File: config.mk
export PLATFORM = sky130hd
export DESIGN_NAME = mem_bus_arbiter_flat
export DESIGN_NICKNAME = d
export VERILOG_FILES = /design/src/rtl/mem_bus_if.sv /design/src/rtl/mem_bus_arbiter.sv /design/src/flat_wrapper.sv
export SDC_FILE = /design/constraint.sdc
export NUM_CORES = 1
export LEC_CHECK = 0
export BUFFER_PORTS_ARGS = -buffer_cell sky130_fd_sc_hd__clkbuf_2
export CORE_AREA = 2 2 107 109
export CTS_BUF_LIST = sky130_fd_sc_hd__clkbuf_4 sky130_fd_sc_hd__clkbuf_8 sky130_fd_sc_hd__clkbuf_16
export CTS_CLUSTER_DIAMETER = 40
export CTS_CLUSTER_SIZE = 28
export DETAILED_ROUTE_END_ITERATION = 12
export DIE_AREA = 0 0 109 111
export RECOVER_POWER = 25
export SYNTH_ARGS = -nofsm -noshare
export SYNTH_HDL_FRONTEND = slang
export SYNTH_SLANG_ARGS = --single-unit
File: constraint.sdc
create_clock -name clk -period 2.35 [get_ports clk]
set_clock_uncertainty 0.2 [all_clocks]
set_input_delay 0.235 -clock clk [delete_from_list [all_inputs] [get_ports clk]]
set_output_delay 0.235 -clock clk [all_outputs]
set_load 0.01 [all_outputs]
File: src/rtl/mem_bus_if.sv
`default_nettype none
// ============================================================================
//  Module      : mem_bus_if
//  Description : Bundle of the two requester ports (instruction fetch m0,
//                load/store m1) and the shared memory port around the
//                mem_bus_arbiter. "slave" is the arbiter's view; "master"
//                is the view of whatever sits around it (masters + memory).
//  Revision    : 1.0 - initial release
// ============================================================================
interface mem_bus_if #(
  parameter int AW = 32,
  parameter int DW = 32
);

  // m0: instruction-fetch, read only
  logic              m0_req;
  logic [AW-1:0]     m0_addr;
  logic              m0_gnt;
  logic              m0_rvalid;
  logic [DW-1:0]     m0_rdata;
  logic              m0_err;

  // m1: load/store
  logic              m1_req;
  logic              m1_we;
  logic [AW-1:0]     m1_addr;
  logic [DW-1:0]     m1_wdata;
  logic [DW/8-1:0]   m1_be;
  logic              m1_gnt;
  logic              m1_rvalid;
  logic [DW-1:0]     m1_rdata;
  logic              m1_err;

  // shared memory port
  logic              s_req;
  logic              s_we;
  logic [AW-1:0]     s_addr;
  logic [DW-1:0]     s_wdata;
  logic [DW/8-1:0]   s_be;
  logic              s_rvalid;
  logic [DW-1:0]     s_rdata;

  // arbiter side
  modport slave (
    input  m0_req, m0_addr,
    output m0_gnt, m0_rvalid, m0_rdata, m0_err,
    input  m1_req, m1_we, m1_addr, m1_wdata, m1_be,
    output m1_gnt, m1_rvalid, m1_rdata, m1_err,
    output s_req, s_we, s_addr, s_wdata, s_be,
    input  s_rvalid, s_rdata
  );

  // requesters + memory side
  modport master (
    output m0_req, m0_addr,
    input  m0_gnt, m0_rvalid, m0_rdata, m0_err,
    output m1_req, m1_we, m1_addr, m1_wdata, m1_be,
    input  m1_gnt, m1_rvalid, m1_rdata, m1_err,
    input  s_req, s_we, s_addr, s_wdata, s_be,
    output s_rvalid, s_rdata
  );

endinterface
`default_nettype wire

File: src/rtl/mem_bus_arbiter.sv
`default_nettype none
// ============================================================================
//  Module      : mem_bus_arbiter
//  Description : Two-requester arbiter onto one memory port with a single
//                outstanding transaction. m1 (load/store) has priority,
//                bounded by a streak guard so m0 (fetch) is never starved.
//                A response timeout returns an error to the owner when the
//                memory stays silent for TMO cycles.
//  Revision    : 1.0 - initial release
// ============================================================================
module mem_bus_arbiter #(
  parameter int AW  = 32,
  parameter int DW  = 32,
  parameter int TMO = 15
) (
  input  wire        clk,
  input  wire        rst_n,
  mem_bus_if.slave   bus
);

  localparam int         c_BW       = DW / 8;
  // Counter value seen in the last silent cycle before the timeout fires:
  // the grant cycle clears it, so the TMO-th cycle after grant sees TMO-1.
  localparam logic [7:0] c_TMO_LAST = 8'(TMO - 1);

  typedef enum logic [1:0] {
    ST_IDLE  = 2'd0,
    ST_BUSY0 = 2'd1,
    ST_BUSY1 = 2'd2
  } state_t;

  state_t      state_q, state_d;
  logic [1:0]  streak_q, streak_d;
  logic [7:0]  tmo_q, tmo_d;

  logic        w_busy;
  logic        w_resp;
  logic        w_tmo_hit;
  logic        w_can_grant;
  logic        w_m0_first;
  logic        w_gnt0;
  logic        w_gnt1;

  // Grant decision. Gating with rst_n keeps every output at zero while reset
  // is held, even though requests may already be present.
  assign w_busy      = (state_q == ST_BUSY0) || (state_q == ST_BUSY1);
  assign w_resp      = w_busy && bus.s_rvalid;
  assign w_tmo_hit   = w_busy && !bus.s_rvalid && (tmo_q == c_TMO_LAST);
  assign w_can_grant = rst_n && ((state_q == ST_IDLE) || w_resp);
  assign w_m0_first  = bus.m0_req && (streak_q == 2'd3);
  assign w_gnt1      = w_can_grant && bus.m1_req && !w_m0_first;
  assign w_gnt0      = w_can_grant && bus.m0_req && !w_gnt1;

  // State, starvation streak and timeout counter registers
  always_ff @(posedge clk or negedge rst_n) begin
    if (!rst_n) begin
      state_q  <= ST_IDLE;
      streak_q <= 2'd0;
      tmo_q    <= 8'd0;
    end else begin
      state_q  <= state_d;
      streak_q <= streak_d;
      tmo_q    <= tmo_d;
    end
  end

  // Next-state, response routing and memory-port drive
  always_comb begin
    state_d       = state_q;
    streak_d      = streak_q;
    tmo_d         = tmo_q;

    bus.m0_gnt    = w_gnt0;
    bus.m1_gnt    = w_gnt1;
    bus.m0_rvalid = 1'b0;
    bus.m0_rdata  = {DW{1'b0}};
    bus.m0_err    = 1'b0;
    bus.m1_rvalid = 1'b0;
    bus.m1_rdata  = {DW{1'b0}};
    bus.m1_err    = 1'b0;

    bus.s_req     = w_gnt0 || w_gnt1;
    bus.s_we      = 1'b0;
    bus.s_addr    = {AW{1'b0}};
    bus.s_wdata   = {DW{1'b0}};
    bus.s_be      = {c_BW{1'b0}};

    // Memory port carries the winner's payload; m0 is always a full read.
    if (w_gnt1) begin
      bus.s_we    = bus.m1_we;
      bus.s_addr  = bus.m1_addr;
      bus.s_wdata = bus.m1_wdata;
      bus.s_be    = bus.m1_be;
    end else if (w_gnt0) begin
      bus.s_addr  = bus.m0_addr;
      bus.s_be    = {c_BW{1'b1}};
    end

    // Route a memory response (or a timeout error) back to the owner.
    // s_rvalid in IDLE is a stale answer to a timed-out access: dropped.
    if (state_q == ST_BUSY0) begin
      if (bus.s_rvalid) begin
        bus.m0_rvalid = 1'b1;
        bus.m0_rdata  = bus.s_rdata;
      end else if (w_tmo_hit) begin
        bus.m0_rvalid = 1'b1;
        bus.m0_err    = 1'b1;
      end
    end else if (state_q == ST_BUSY1) begin
      if (bus.s_rvalid) begin
        bus.m1_rvalid = 1'b1;
        bus.m1_rdata  = bus.s_rdata;
      end else if (w_tmo_hit) begin
        bus.m1_rvalid = 1'b1;
        bus.m1_err    = 1'b1;
      end
    end

    // Transaction tracking: a grant always opens a fresh transaction, a
    // response without a follow-on grant or a timeout closes it.
    if (w_tmo_hit) begin
      state_d = ST_IDLE;
      tmo_d   = 8'd0;
    end else if (w_gnt0) begin
      state_d = ST_BUSY0;
      tmo_d   = 8'd0;
    end else if (w_gnt1) begin
      state_d = ST_BUSY1;
      tmo_d   = 8'd0;
    end else if (w_resp) begin
      state_d = ST_IDLE;
    end else if (w_busy) begin
      tmo_d   = tmo_q + 8'd1;
    end

    // Streak counts consecutive m1 wins that made m0 wait.
    if (!bus.m0_req || w_gnt0) begin
      streak_d = 2'd0;
    end else if (w_gnt1 && (streak_q != 2'd3)) begin
      streak_d = streak_q + 2'd1;
    end
  end

endmodule
`default_nettype wire

File: src/flat_wrapper.sv
// flat-port wrapper written by rule: the top's interface ports become plain ports
module mem_bus_arbiter_flat 
#(
  parameter int AW  = 32,
  parameter int DW  = 32,
  parameter int TMO = 15
)
  (clk, rst_n, bus_m0_req, bus_m0_addr, bus_m0_gnt, bus_m0_rvalid, bus_m0_rdata, bus_m0_err, bus_m1_req, bus_m1_we, bus_m1_addr, bus_m1_wdata, bus_m1_be, bus_m1_gnt, bus_m1_rvalid, bus_m1_rdata, bus_m1_err, bus_s_req, bus_s_we, bus_s_addr, bus_s_wdata, bus_s_be, bus_s_rvalid, bus_s_rdata);
  mem_bus_if #(.AW(AW), .DW(DW)) bus_i ();
  input  wire clk;
  input  wire rst_n;
  input wire logic [$bits(bus_i.m0_req)-1:0] bus_m0_req;
  input wire logic [$bits(bus_i.m0_addr)-1:0] bus_m0_addr;
  output wire logic [$bits(bus_i.m0_gnt)-1:0] bus_m0_gnt;
  output wire logic [$bits(bus_i.m0_rvalid)-1:0] bus_m0_rvalid;
  output wire logic [$bits(bus_i.m0_rdata)-1:0] bus_m0_rdata;
  output wire logic [$bits(bus_i.m0_err)-1:0] bus_m0_err;
  input wire logic [$bits(bus_i.m1_req)-1:0] bus_m1_req;
  input wire logic [$bits(bus_i.m1_we)-1:0] bus_m1_we;
  input wire logic [$bits(bus_i.m1_addr)-1:0] bus_m1_addr;
  input wire logic [$bits(bus_i.m1_wdata)-1:0] bus_m1_wdata;
  input wire logic [$bits(bus_i.m1_be)-1:0] bus_m1_be;
  output wire logic [$bits(bus_i.m1_gnt)-1:0] bus_m1_gnt;
  output wire logic [$bits(bus_i.m1_rvalid)-1:0] bus_m1_rvalid;
  output wire logic [$bits(bus_i.m1_rdata)-1:0] bus_m1_rdata;
  output wire logic [$bits(bus_i.m1_err)-1:0] bus_m1_err;
  output wire logic [$bits(bus_i.s_req)-1:0] bus_s_req;
  output wire logic [$bits(bus_i.s_we)-1:0] bus_s_we;
  output wire logic [$bits(bus_i.s_addr)-1:0] bus_s_addr;
  output wire logic [$bits(bus_i.s_wdata)-1:0] bus_s_wdata;
  output wire logic [$bits(bus_i.s_be)-1:0] bus_s_be;
  input wire logic [$bits(bus_i.s_rvalid)-1:0] bus_s_rvalid;
  input wire logic [$bits(bus_i.s_rdata)-1:0] bus_s_rdata;
  assign bus_i.m0_req = bus_m0_req;
  assign bus_i.m0_addr = bus_m0_addr;
  assign bus_m0_gnt = bus_i.m0_gnt;
  assign bus_m0_rvalid = bus_i.m0_rvalid;
  assign bus_m0_rdata = bus_i.m0_rdata;
  assign bus_m0_err = bus_i.m0_err;
  assign bus_i.m1_req = bus_m1_req;
  assign bus_i.m1_we = bus_m1_we;
  assign bus_i.m1_addr = bus_m1_addr;
  assign bus_i.m1_wdata = bus_m1_wdata;
  assign bus_i.m1_be = bus_m1_be;
  assign bus_m1_gnt = bus_i.m1_gnt;
  assign bus_m1_rvalid = bus_i.m1_rvalid;
  assign bus_m1_rdata = bus_i.m1_rdata;
  assign bus_m1_err = bus_i.m1_err;
  assign bus_s_req = bus_i.s_req;
  assign bus_s_we = bus_i.s_we;
  assign bus_s_addr = bus_i.s_addr;
  assign bus_s_wdata = bus_i.s_wdata;
  assign bus_s_be = bus_i.s_be;
  assign bus_i.s_rvalid = bus_s_rvalid;
  assign bus_i.s_rdata = bus_s_rdata;
  mem_bus_arbiter #(.AW(AW), .DW(DW), .TMO(TMO)) u_core (.clk(clk), .rst_n(rst_n), .bus(bus_i));
endmodule
======== Word level (Yosys, flattened, before mapping) ========
Cells that the tools add are included.
storage, ports and cells
  output and inout bits ................... 140
  latch bits .............................. 0
  memory bits (writable) .................. 0
  memories ................................ 0
  bits in read-only memories .............. 0
  register bits ........................... 12
  bits of input ports ..................... 138
cells by class
  equal/unequal tests ..................... 6
  multipliers ............................. 0
  add/sub/neg operators ................... 2
  shift operators ......................... 0
  mux-type cells .......................... 30
  magnitude comparators ................... 0
  div/mod/pow operators ................... 0
  reduce and logical (&&, ||, !) cells .... 23
  bitwise operators ....................... 0
operators with widths
  cell                 count
  $mux 32              7
  $mux 8               5
  $mux 2               6
  $logic_and 1x1->1    10
  $mux 1               10
  $add 8x1->8 const B  1
  $eq 8x4->1 const B   1
  $mux 4               2
  $reduce_bool 4->1    2
  $eq 2x2->1 const B   2
  $logic_not 1->1      4
  $logic_or 1x1->1     4
  $ne 4x4->1 const B   1
  $add 2x1->2 const B  1
  $eq 2x1->1 const B   1
  $logic_not 2->1      1
  $ne 2x2->1 const B   1
  $reduce_and 2->1     1
  $reduce_bool 2->1    1

======== Depth between registers and ports, before layout ========
  depth in word-level cells ............... 11
  mapped depth ............................ 8

======== Worst setup path before layout ========
Ideal clock, no wire load.
  kind .................................... register to output
  start ................................... register u_core.state_q[0]
  end ..................................... output port bus_s_addr[0]
  data arrival time ....................... 1.704 ns
  setup slack ............................. 0.211 ns
  data required time ...................... 1.915 ns
  cell stages (with the launch flop) ...... 8
  cell sequence ........................... dfrtp_1 > inv_1 > ha_1 > a21oi_1 > and4b_1 > buf_2 > buf_2 > a22o_1
between the ends
  longest elaborated chain between the ends .. 11
  elaborated cells between the ends (all ways) .. 14
  those cells by class .................... 2 x eq/ne; 2 x mux; 10 x reduce/logical
ends and longest elaborated chain
  what                                             line                   source
  from (decl)                                      mem_bus_arbiter.sv:32  state_t state_q, state_d;
  from (signal assigned)                           mem_bus_arbiter.sv:61  state_q <= state_d;
  $eq 2x1->1 / $eq 2x2->1 (equally long branches)  mem_bus_arbiter.sv:46  assign w_busy = (state_q == ST_BUSY0) || (state_q == ST_BUSY1);
  $logic_or 1x1->1                                 mem_bus_arbiter.sv:46
  $logic_and 1x1->1                                mem_bus_arbiter.sv:47  assign w_resp = w_busy && bus.s_rvalid;
  $logic_or 1x1->1 (*)                             mem_bus_arbiter.sv:49  assign w_can_grant = rst_n && ((state_q == ST_IDLE) || w_resp);
  $logic_and 1x1->1 (*)                            mem_bus_arbiter.sv:49
  $logic_and 1x1->1 (2 in series)                  mem_bus_arbiter.sv:51  assign w_gnt1 = w_can_grant && bus.m1_req && !w_m0_first;
  $logic_not 1->1                                  mem_bus_arbiter.sv:52  assign w_gnt0 = w_can_grant && bus.m0_req && !w_gnt1;
  $logic_and 1x1->1                                mem_bus_arbiter.sv:52
  $mux 32                                          mem_bus_arbiter.sv:94  end else if (w_gnt0) begin
  $mux 32 (*)                                      mem_bus_arbiter.sv:89  if (w_gnt1) begin
  to (decl)                                        flat_wrapper.sv:29     output wire logic [$bits(bus_i.s_addr)-1:0] bus_s_addr;
Mark *: on every way between the ends. The rest lies on a longest branch, timed or not.

======== Worst setup path in the final report ========
  start ................................... register u_core.state_q[1]
  end ..................................... output port bus_s_wdata[30]
between the ends
  longest elaborated chain between the ends .. 8
  elaborated cells between the ends (all ways) .. 10
  those cells by class .................... 2 x eq/ne; 1 x mux; 7 x reduce/logical
ends and longest elaborated chain
  what                                             line                   source
  $eq 2x1->1 / $eq 2x2->1 (equally long branches)  mem_bus_arbiter.sv:46
  $logic_or 1x1->1                                 mem_bus_arbiter.sv:46
  $logic_and 1x1->1                                mem_bus_arbiter.sv:47
  $logic_or 1x1->1 (*)                             mem_bus_arbiter.sv:49
  $logic_and 1x1->1 (*)                            mem_bus_arbiter.sv:49
  $logic_and 1x1->1 (*) (2 in series)              mem_bus_arbiter.sv:51
  $mux 32 (*)                                      mem_bus_arbiter.sv:89
  to (decl)                                        flat_wrapper.sv:30     output wire logic [$bits(bus_i.s_wdata)-1:0] bus_s_wdata;
Marked as above.

==> results.py <==
metrics = {
    "detailed_routing": {
        "drc": 0,
        "ant_nets": 0,
        "vias_per_cell": 4.42,
        "dr.pass1.iters": 4,
        "vias": 2967,
        "drt_iter0_markers": 172,
        "wl_um": 10800,
        "wire_per_inst_um": 16.1,
    },
    "yosys": {
        "ys_types": 34,
        "synth_xor_area_share_pct": 0,
        "yosys.area.top_type": "and2_1",
        "synthesis.nets": 397,
        "yosys.area_share.simple_pct": 47.2,
        "synthAdderAreaFrac_pct": 4.01,
        "synth-compound-area-share_pct": 23.5,
        "synth_top_family_by_area": "simple AND/OR/NAND/NOR gates",
        "syn_area_per_cell_um2": 7.40,
        "synth_top_area_share_pct": 21.7,
        "async_flop_share_pct": 100,
        "synth.area.mux_share_pct": 1.07,
        "synth_seq_area_share_pct": 16.0,
        "yosys_register_bits": 12,
        "syn_area_mm2": 0.00187,
        "synth-edff-count": 0,
        "yosysWarnings": 0,
        "synth-main-ff-cell": "dfrtp_1",
        "syn_inst": 253,
        "synth.top_cells.by_area": "and2_1 22%, dfrtp_1 16%, a22o_1 15%",
    },
    "setup_path": {
        "crit_required_ns": 1.91,
        "worst-setup-path-type": "reg -> out",
        "critical_path.cell_chain": "inv_2, ha_4, a21oi_4, and4b_2, bufbuf_16, and2_1, clkbuf_2",
        "regToRegSetupSlack_ns": 0.08,
        "endpoint_kind": "output pin",
        "critPathMaxStageDelay_ns": 0.38,
        "cp_top_family": "buffers and inverters",
        "path_max_fanout": 29,
        "cp.arrival_ns": 1.94,
        "r2r-start": "u_core.state_q[0]",
        "crit_path_top_delay_cell": "dfrtp_1",
        "startpoint_type": "register",
        "r2r_cells": 8,
        "r2r_end": "u_core.tmo_q[4]",
        "critPathBufInv": 3,
    },
    "clock_tree": {
        "cts_tree": "done",
        "clk_path_buf_depth": 2,
        "clk_latency_ns": 0.24,
        "htree_levels": 1,
        "clockRootBuffer": "clkbuf_16",
        "cts_made_buffers": 3,
        "cts_sinks": 12,
        "clkTransAtPathRegs_ns": 0.04,
    },
    "sta": {
        "fin_crit_sh_pct": 101,
        "finalHoldViolCount": 0,
        "hold_slack_ns": 0.0870,
        "finalCriticalPeriod_ns": 2.37,
        "rsz0062_at_grt": "yes",
        "setup_violations": 8,
        "setup_ws_ns": -0.0201,
        "drv_slew": 0,
        "relSlewSlack_pct": 64.1,
        "worst_pin_slew_ns": 0.538,
        "max_freq_mhz": 422,
    },
    "floorplan": {
        "fp-row-count": 39,
        "initial_utilization_pct": 16.9,
        "core_mm2": 0.0111,
        "die_y_um": 111,
        "die_area_mm2": 0.0121,
        "ios": 278,
        "fp.dieW_um": 109,
    },
    "power_and_ir_drop": {
        "leakage_nw": 2.29,
        "powerDensity_mw_per_mm2": 647,
        "total_power_mw": 2.37,
        "peakVddDrop_mv": 0.404,
    },
    "global_route": {
        "grt-ovfl-total": 0,
        "antenna_found_initial": 0,
        "grt_max_degree": 38,
        "grt_usage_pct": 16.1,
        "grt_pass1_vias": 2813,
        "grt_pass1_wl_um": 15200,
    },
    "finish": {
        "final_nets": 674,
        "drive_above_1_share_pct": 59.2,
        "syn_to_final_growth_pct": 95.6,
        "nFillCells": 1195,
        "multi_input_area_mm2": 0.00145,
        "fin_cells": 672,
        "final-seq-area_um2": 300,
        "diodes": 0,
    },
    "run": {
        "cap_violations": 0,
    },
    "placement": {
        "portBuffers": 277,
        "hpwl_um": 8680,
        "placedCellCount": 658,
        "place.gp.congestion": 0.809,
    },
    "status": {
        "status": "complete, but fails checks",
        "violations": "negative setup slack",
    },
    "min_path": {
        "min_to": "u_core.streak_q[0]",
        "hp-start": "bus_m0_req",
        "hold_class": "in -> reg",
        "min_path_cells": 2,
    },
}
## layout make-up
type / instances / area share, %
inverters: 7 / 0.718
clock buffers: 4 / 2.43
well taps: 143 / 4.89
flip-flops and latches: 12 / 8.20
repair buffers: 298 / 44.2
multi-input cells: 208 / 39.6
## synthesized netlist by cell type, drive strengths merged, types with 2 or more instances
cell type,instances
a22o,32
buf,13
nand2,6
clkbuf,13
o21ai,5
nand3,4
and4b,3
a31oi,3
or3,2
nand2b,3
inv,7
mux2i,2
a21o,4
nor2,10
and2,66
nor3,3
a21oi,9
and3,35
nand4,4
nor2b,3
dfrtp,12
ha,6
## worst max-delay path by stage
stage	slack, ns	cells past startpoint	start	endpoint
after floorplan	0.21	7	u_core.state_q[0]	bus_s_addr[0]
after global placement	0.14	7	u_core.state_q[0]	bus_s_addr[18]
after detailed placement	0.06	7	u_core.state_q[0]	bus_s_addr[28]
after CTS	-0.03	7	u_core.state_q[0]	bus_s_wdata[10]
after global routing	-0.09	7	u_core.state_q[1]	bus_s_wdata[4]
final	-0.02	7	u_core.state_q[1]	bus_s_wdata[30]
## worst register-to-register path, cell delays in order, from the launching register on
cell	delay (ns)
dfrtp_1	0.37
inv_2	0.06
ha_4	0.28
buf_4	0.10
buf_4	0.11
nor2b_1	0.44
nand3_1	0.18
or3_1	0.36
a21oi_2	0.12
## power breakdown
group	internal (mW)	switching (mW)
combinational	0.838	0.911
sequential	0.244	0.0346
clock	0.257	0.0853
total	1.34	1.03
## metrics by stage
| step | setup TNS, ns | worst slack [ns] | util [%] | area (um^2) |
|---|---|---|---|---|
| 6_report | -0.0632 | -0.0201 | 33.1 | 3660 |
| 5_1_grt | -3.65 | -0.0850 | 33.1 | 3660 |
| 3_3_place_gp | 0 | 0.137 | 30.9 | 3420 |
| 2_1_floorplan | 0 | 0.211 | - | 1870 |
| 3_5_place_dp | 0 | 0.0555 | 30.9 | 3420 |
| 4_1_cts | -0.493 | -0.0258 | 32.4 | 3590 |
## repair_timing
item	4_1_cts	5_1_grt
hold buffers	1	0
cloned	1	2
resized for setup	4	7
pin swaps	3	3
setup buffers	3	3
endpoints found under the setup margin	69	75
endpoints found under the hold margin	12	0
## registers in the layout, indices dropped and copies added (netlist names)
| name | flops |
|---|---|
| u_core.streak_q | 2 |
| u_core.state_q | 2 |
| u_core.tmo_q | 8 |
## layer usage
| metal | routed length (um) | track usage (%) | vias up | part of all wire (%) |
|---|---|---|---|---|
| met2 | 5200 | 26.8 | 122 | 48 |
| met5 | 0 | 0 | - | 0 |
| met3 | 866 | 4.17 | 26 | 8.0 |
| li1 | - | - | 1454 | - |
| met4 | 463 | 7.26 | 0 | 4.3 |
| met1 | 4310 | 19.1 | 1365 | 40 |
## placed cells by master, fill, tap and decap left out, types with 6 or more instances in the layout
master | Yosys | final
clkbuf_2 | 0 | 275
dfrtp_1 | 12 | 12
a22o_1 | 32 | 32
buf_4 | 0 | 13
nor2_1 | 10 | 10
and3_1 | 34 | 33
nand2_1 | 6 | 6
and2_1 | 65 | 65
a21oi_1 | 8 | 7
## logic make-up after synthesis
family          count (synthesis)
buf+inv                        33
flops                          12
simple gates                  143
compound gates                 57
fa+ha+maj                       6
mux                             2
Note: power is estimated with default switching activity, not from simulation.
